### src/rtl/intr_csr_if.sv
// ---------------------------------------------------------------------------
// intr_csr_if -- CSR access bus between the control FSM and intr_csr.
//
// Signals
//   csr_WE    write strobe (master -> slave)
//   csr_addr  12-bit CSR address, instruction bits [31:20] (master -> slave)
//   csr_wd    32-bit write data, already merged for rw/rs/rc (master -> slave)
//   csr_rd    32-bit combinational read data for csr_addr (slave -> master)
// ---------------------------------------------------------------------------
interface intr_csr_if;
  logic        csr_WE;
  logic [11:0] csr_addr;
  logic [31:0] csr_wd;
  logic [31:0] csr_rd;

  modport master (output csr_WE, output csr_addr, output csr_wd, input csr_rd);
  modport slave  (input csr_WE, input csr_addr, input csr_wd, output csr_rd);
endinterface

### src/rtl/intr_csr.sv
// ---------------------------------------------------------------------------
// intr_csr -- machine-mode interrupt CSRs with external interrupt capture.
//
// Holds mstatus (MIE/MPIE only), mtvec, mepc, mcause and a pending flag fed by
// a synchronized rising-edge detector on ext_intr.  mip is read-only and shows
// the pending flag in bit 11.
//
// Parameters
//   SYNC_STAGES  synchronizer depth on ext_intr (2..4)
//   MTVEC_RST    mtvec value after reset
//
// Ports
//   CSR_clk    sole clock, rising edge
//   CSR_RST    synchronous active-high reset
//   ext_intr   raw asynchronous external interrupt request
//   int_taken  control FSM is in its interrupt state (one cycle)
//   mret_exec  an mret executes this cycle
//   pc         PC register; resume address during int_taken
//   csr        CSR read/write bus (slave side)
//   mtvec      trap vector to the PC mux
//   mepc       return address to the PC mux
//   intr_req   pending AND mstatus.MIE, from registers only
// ---------------------------------------------------------------------------
module intr_csr #(
  parameter int          SYNC_STAGES = 2,
  parameter logic [31:0] MTVEC_RST   = 32'h0000_0000
) (
  input  logic              CSR_clk,
  input  logic              CSR_RST,
  input  logic              ext_intr,
  input  logic              int_taken,
  input  logic              mret_exec,
  input  logic [31:0]       pc,
  intr_csr_if.slave         csr,
  output logic [31:0]       mtvec,
  output logic [31:0]       mepc,
  output logic              intr_req
);

  localparam logic [11:0] ADDR_MSTATUS = 12'h300;
  localparam logic [11:0] ADDR_MTVEC   = 12'h305;
  localparam logic [11:0] ADDR_MEPC    = 12'h341;
  localparam logic [11:0] ADDR_MCAUSE  = 12'h342;
  localparam logic [11:0] ADDR_MIP     = 12'h344;

  localparam logic [31:0] MCAUSE_EXT_INTR = 32'h8000_000B;

  logic [SYNC_STAGES-1:0] r_sync;
  logic                   r_sync_prev;
  logic                   r_edge;
  logic                   r_pending;
  logic                   r_mie;
  logic                   r_mpie;
  logic [31:0]            r_mtvec;
  logic [31:0]            r_mepc;
  logic [31:0]            r_mcause;

  logic [31:0]            w_mstatus;
  logic [31:0]            w_mip;
  logic                   w_unused;

  // pc is word aligned on capture; its low bits never reach state.
  assign w_unused = ^pc[1:0];

  assign w_mstatus = {24'b0, r_mpie, 3'b0, r_mie, 3'b0};
  assign w_mip     = {20'b0, r_pending, 11'b0};

  assign mtvec    = r_mtvec;
  assign mepc     = r_mepc;
  assign intr_req = r_pending & r_mie;

  // NOTE: every register below updates with <= so all of them sample the
  // values from before this edge; blocking assignments here would let the
  // synchronizer collapse into a single stage and make results order-dependent.
  always_ff @(posedge CSR_clk) begin
    if (CSR_RST) begin
      r_sync      <= '0;
      r_sync_prev <= 1'b0;
      r_edge      <= 1'b0;
      r_pending   <= 1'b0;
      r_mie       <= 1'b0;
      r_mpie      <= 1'b0;
      r_mtvec     <= MTVEC_RST;
      r_mepc      <= '0;
      r_mcause    <= '0;
    end else begin
      // Synchronizer, then a registered rising-edge pulse.
      r_sync      <= {r_sync[SYNC_STAGES-2:0], ext_intr};
      r_sync_prev <= r_sync[SYNC_STAGES-1];
      r_edge      <= r_sync[SYNC_STAGES-1] & ~r_sync_prev;

      // A fresh edge wins over the clear so a request arriving while the
      // previous one is being taken is not dropped.
      if (r_edge)         r_pending <= 1'b1;
      else if (int_taken) r_pending <= 1'b0;

      // Only one CSR update source acts per cycle, highest priority first.
      if (int_taken) begin
        r_mepc   <= {pc[31:2], 2'b00};
        r_mcause <= MCAUSE_EXT_INTR;
        r_mpie   <= r_mie;
        r_mie    <= 1'b0;
      end else if (mret_exec) begin
        r_mie    <= r_mpie;
        r_mpie   <= 1'b1;
      end else if (csr.csr_WE) begin
        case (csr.csr_addr)
          ADDR_MSTATUS: begin
            r_mie  <= csr.csr_wd[3];
            r_mpie <= csr.csr_wd[7];
          end
          ADDR_MTVEC:  r_mtvec  <= {csr.csr_wd[31:2], 2'b00};
          ADDR_MEPC:   r_mepc   <= {csr.csr_wd[31:2], 2'b00};
          ADDR_MCAUSE: r_mcause <= csr.csr_wd;
          default: ;
        endcase
      end
    end
  end

  // NOTE: csr_rd gets a default before the case so every path assigns it and
  // no latch is inferred for unlisted addresses.
  always_comb begin
    csr.csr_rd = 32'h0;
    case (csr.csr_addr)
      ADDR_MSTATUS: csr.csr_rd = w_mstatus;
      ADDR_MTVEC:   csr.csr_rd = r_mtvec;
      ADDR_MEPC:    csr.csr_rd = r_mepc;
      ADDR_MCAUSE:  csr.csr_rd = r_mcause;
      ADDR_MIP:     csr.csr_rd = w_mip;
      default:      csr.csr_rd = 32'h0;
    endcase
  end

endmodule

### src/flat_wrapper.sv
// flat-port wrapper written by rule: the top's interface ports become plain ports
module intr_csr_flat 
#(
  parameter int          SYNC_STAGES = 2,
  parameter logic [31:0] MTVEC_RST   = 32'h0000_0000
)
  (CSR_clk, CSR_RST, ext_intr, int_taken, mret_exec, pc, mtvec, mepc, intr_req, csr_csr_WE, csr_csr_addr, csr_csr_wd, csr_csr_rd);
  intr_csr_if csr_i ();
  input  logic CSR_clk;
  input  logic CSR_RST;
  input  logic ext_intr;
  input  logic int_taken;
  input  logic mret_exec;
  input  logic [31:0] pc;
  output logic [31:0] mtvec;
  output logic [31:0] mepc;
  output logic intr_req;
  input wire logic [$bits(csr_i.csr_WE)-1:0] csr_csr_WE;
  input wire logic [$bits(csr_i.csr_addr)-1:0] csr_csr_addr;
  input wire logic [$bits(csr_i.csr_wd)-1:0] csr_csr_wd;
  output wire logic [$bits(csr_i.csr_rd)-1:0] csr_csr_rd;
  assign csr_i.csr_WE = csr_csr_WE;
  assign csr_i.csr_addr = csr_csr_addr;
  assign csr_i.csr_wd = csr_csr_wd;
  assign csr_csr_rd = csr_i.csr_rd;
  intr_csr #(.SYNC_STAGES(SYNC_STAGES), .MTVEC_RST(MTVEC_RST)) u_core (.CSR_clk(CSR_clk), .CSR_RST(CSR_RST), .ext_intr(ext_intr), .int_taken(int_taken), .mret_exec(mret_exec), .pc(pc), .csr(csr_i), .mtvec(mtvec), .mepc(mepc), .intr_req(intr_req));
endmodule
### config.mk
export PLATFORM = sky130hd
export DESIGN_NAME = intr_csr_flat
export DESIGN_NICKNAME = d
export VERILOG_FILES = /design/src/rtl/intr_csr_if.sv /design/src/rtl/intr_csr.sv /design/src/flat_wrapper.sv
export SDC_FILE = /design/constraint.sdc
export NUM_CORES = 1
export LEC_CHECK = 0
export CAP_MARGIN = 25
export CORE_MARGIN = 2
export CORE_UTILIZATION = 48
export DETAILED_ROUTE_END_ITERATION = 7
export PLACE_DENSITY = 0.82
export SETUP_SLACK_MARGIN = 0.3
export SYNTH_ARGS = -nofsm -noshare
export SYNTH_HDL_FRONTEND = slang
export SYNTH_SLANG_ARGS = --single-unit
### constraint.sdc
create_clock -name CSR_clk -period 7.85 [get_ports CSR_clk]
set_clock_uncertainty 0.15 [all_clocks]
set_input_delay 1.57 -clock CSR_clk [delete_from_list [all_inputs] [get_ports CSR_clk]]
set_output_delay 1.57 -clock CSR_clk [all_outputs]
set_load 0.02 [all_outputs]
After elaboration in Yosys (flattened, before gate mapping). Cells that the tools add are included. W data, S select, Z words.

Bits in registers: 99. Input bits: 82. Output and inout port bits: 97. Logic and storage cells: 54.

Eq/ne operators: 6. Multiplexer cells: 18. Bitwise logic cells: 5. Reductions and logical operators: 15.

Operators by type and width (number): $mux W32 (8); $pmux W32 S5 (1); $eq A12 B10 Y1 const B (5); $reduce_bool A2 Y1 (6); $mux W1 (9); $reduce_and A3 Y1 (3); $reduce_bool A3 Y1 (2); $reduce_and A2 Y1 (2); $reduce_and A4 Y1 (1); $not A1 Y1 (3); $and A1 B1 Y1 (2); $ne A2 B2 Y1 const B (1); $reduce_or A2 Y1 (1).

Depth between registers and ports, before layout.
Depth after elaboration: 5. Gate-level depth with buffers: 8. Gate-level depth less buffers: 4.

Worst setup path after synthesis. Ideal clock, no wire load.

Kind: input-to-output. Start: input port csr_csr_addr[5]. End: output port csr_csr_rd[12]. Data arrival time: 3705 ps. Slack: 2425 ps. Stages: 7. Buffers on the path: 3. Cells stage by stage: or4_4 > buf_6 > or3_1 > buf_2 > or3b_1 > buf_6 > o21ai_0.

Cells in the longest elaborated chain, start to end: 2. Elaborated cells between the ends (all ways): 6. Classes of those cells: eq/ne: 5; mux: 1.

RTL lines: start: declaration (line flat_wrapper.sv:19) `input wire logic [$bits(csr_i.csr_addr)-1:0] csr_csr_addr;`; $eq A12 B10 Y1 (line intr_csr.sv:125) `case (csr.csr_addr)`; $pmux W32 S5 * (line intr_csr.sv:125); end: declaration (line flat_wrapper.sv:21) `output wire logic [$bits(csr_i.csr_rd)-1:0] csr_csr_rd;`.

Mark *: on every way between the ends. The rest lies on a longest branch, timed or not.

Final worst setup path.
Start: input port csr_csr_addr[10]. End: output port csr_csr_rd[15].

Same word-level chain as after synthesis.

==> impl_metrics.py <==
metrics = {
    "floorplan": {
        "fp.dieW_um": 104.8,
        "core_area_um2": 9819,
        "core.rowCount": 36,
        "dieArea_um2": 10980,
        "start_util_pct": 49.66,
        "dieHeight_um": 104.8,
        "ios": 179,
    },
    "route": {
        "ant_nets": 0,
        "finalWirelength_mm": 16.19,
        "drc": 0,
        "vias_per_cell": 5.727,
        "drt_iter0_markers": 357,
        "vias": 5332,
        "dr.pass1.iters": 6,
        "post_drt_wl_per_cell_um": 17.39,
    },
    "pwr": {
        "peakVddDrop_v": 0.00009374,
        "cellPowerDensity_nw_per_um2": 148.7,
        "total_power_mw": 1.017,
        "p_comb_share_pct": 14.2,
        "p_int_mw": 0.7654,
        "p_leak_nw": 2.511,
        "p_seq_share_pct": 51.6,
        "p_sw_mw": 0.2514,
        "switching_share_pct": 24.72,
        "p_clk_share_pct": 34.2,
    },
    "cts": {
        "cts_tree": "yes",
        "cts_made_buffers": 9,
        "clkSinkCount": 99,
        "ctsHtreeMaxLevel": 3,
        "insertion_delay_ns": 0.37,
        "cts_root_buf": "clkbuf_8",
        "ctsResizeCount": 0,
        "max-clock-path-buffers": 2,
        "postCtsSetupBuffers": 0,
        "cts.clk_slew.worst_paths_ns": 0.09,
        "holdBufCountCts": 0,
    },
    "critical_path": {
        "crit_fanout": 27,
        "worst-endpoint-arrival_ns": 4.86,
        "required_ns": 6.13,
        "crit_type": "primary input to output pin",
        "crit_path_cell_trace": "clkdlybuf4s50_1, nand4bb_1, or3_1, or3b_2, o21ai_0, clkdlybuf4s50_1",
        "slowest_stage": "or3b_2",
        "max_stage_delay_ns": 0.86,
        "crit_path_frequent_cell": "clkdlybuf4s50_1",
        "endpoint_kind": "output pin",
        "start_kind": "primary input",
    },
    "sta": {
        "whs_ns": 0.2496,
        "fmax_ghz": 0.1519,
        "fin_setup_tns_ns": 0,
        "post-route-period-util_pct": 83.88,
        "hold_viol": 0,
        "finalSetupViolations": 0,
        "max-slew-margin-rel_pct": 35.69,
        "drv_slew": 0,
        "min_period_ns": 6.584,
        "rsz0062_at_grt": "no",
        "tightest_slew_ns": 0.9647,
    },
    "logic_synthesis": {
        "syn_inst": 659,
        "ys.flop_type": "dfxtp_1",
        "synthArstFlopShare_pct": 0,
        "synth_cell_types": 40,
        "syn-cell-area_um2": 4876,
        "synth_area_per_cell_um2": 7.399,
        "ys_seq_elements": 99,
        "yosysWarningCount": 0,
        "ys_seq_area_share_pct": 40.65,
        "synth_edf_count": 0,
    },
    "global_route": {
        "grt_start_max_net_pins": 97,
        "grt_pass1_wl_mm": 26.00,
        "grt_pass1_vias": 5137,
        "grt_usage_pct": 29.15,
        "grt_overflow": 0,
        "grt_antenna_before_repair": 0,
    },
    "place": {
        "post-dp-hpwl_mm": 10.86,
        "port_buffers": 172,
        "place_area_um2": 6640,
        "routabilityCongestion": 0.7881,
    },
    "cells_and_area": {
        "final_nets": 877,
        "num_antenna_cells": 0,
        "area_delta_synth_final_pct": 40.21,
        "fin_area_um2": 6837,
        "drive_gt1_share_pct": 7.393,
    },
    "job": {
        "cap_violations": 0,
    },
    "worst_hold_path": {
        "hp-class": "flop to flop",
    },
    "status": {
        "outcome": "completed",
    },
}
layer usage:
layer  GRT usage (%)  wire length, um
met1           34.78             6486
met2           50.74             8110
met3           6.051             1230
met4           12.10              363
met5               0                0
cells in the final DEF (no fill, tap or decap), types with 14 or more instances in the layout:
cell and count:
o21ai_2 20, inv_1 57, nor3_1 14, a22oi_1 30, nand3_1 30, a21oi_1 87
and3_1 29, clkdlybuf4s50_1 170, or3_1 29, dfxtp_1 99, nor2_1 33, o21ai_0 36
nand2_1 84
through the flow:
step	setup WS (ns)	utilization, %	cells
after global placement	1.347	67.20	914
after global routing	1.168	69.62	931
after CTS	1.257	69.62	931
after floorplan	2.425	-	662
after detailed placement	1.266	67.62	917
final	1.266	69.62	931
power groups by stage:
stage	Combinational [mW]	Clock [mW]	Sequential, mW
2_1_floorplan	0.0541	0	0.548
3_3_place_gp	0.139	0	0.535
3_5_place_dp	0.143	0	0.536
4_1_cts	0.144	0.350	0.525
5_1_grt	0.154	0.372	0.527
6_report	0.144	0.348	0.525
final timing paths:
kind                      startpoint        endpoint  slack [ns]  cells after the start
setup / recovery    csr_csr_addr[10]  csr_csr_rd[15]        1.27                      6
hold / removal    u_core.r_sync_prev   u_core.r_edge        0.25                      1
setup reg to reg      u_core.mepc[4]  u_core.mepc[4]        6.73                      2
hold reg to reg   u_core.r_sync_prev   u_core.r_edge        0.25                      1
cell families (layout without fill, tap and decap cells):
kind of cell,after synthesis,count (layout),synth area share (%)
AND/OR/NAND/NOR,253,253,26.33
flip-flops,99,99,40.65
other,1,4,0.07691
multiplexers,2,2,0.4106
AO/OA/AOI/OAI,182,182,22.15
buffers and inverters,122,258,10.39
critical path: cells and delay by family:
kind | cells | cell delay [ns]
AND/OR/NAND/NOR | 3 | 1.94
AO/OA/AOI/OAI | 1 | 0.31
buffers and inverters | 2 | 1.03
Yosys cell counts (all sizes together), types with 4 or more instances:
library cell / count / share of area [%]
a21oi: 87 / 8.9
a22oi: 30 / 4.6
and2: 4 / 0.51
and3: 29 / 3.7
buf: 12 / 1.9
clkbuf: 53 / 4.1
dfxtp: 99 / 41
inv: 57 / 4.4
nand2: 84 / 6.5
nand3: 30 / 3.1
nand3b: 4 / 0.62
nor2: 33 / 2.5
nor2b: 4 / 0.51
nor3: 14 / 1.4
nor4: 8 / 1.3
o21ai: 59 / 7.6
or3: 29 / 3.7
layout make-up:
cell class | instances | area, um^2
well taps | 133 | 166.4
clock buffers | 11 | 131.4
multi-input cells | 441 | 2435
flip-flops and latches | 99 | 1982
fillers | 834 | 2983
clock inverters | 3 | 65.06
repair buffers | 187 | 1843
inverters | 57 | 214.0
state kept, by name (all words and copies together) (netlist names):
| signal | cells |
|---|---|
| u_core.r_mie | 1 |
| u_core.r_sync_prev | 1 |
| u_core.r_edge | 1 |
| u_core.r_mpie | 1 |
| u_core.mepc | 30 |
| u_core.r_sync | 2 |
| u_core.r_pending | 1 |
| u_core.r_mcause | 32 |
| u_core.mtvec | 30 |
Power figures use the tool's default switching activity.
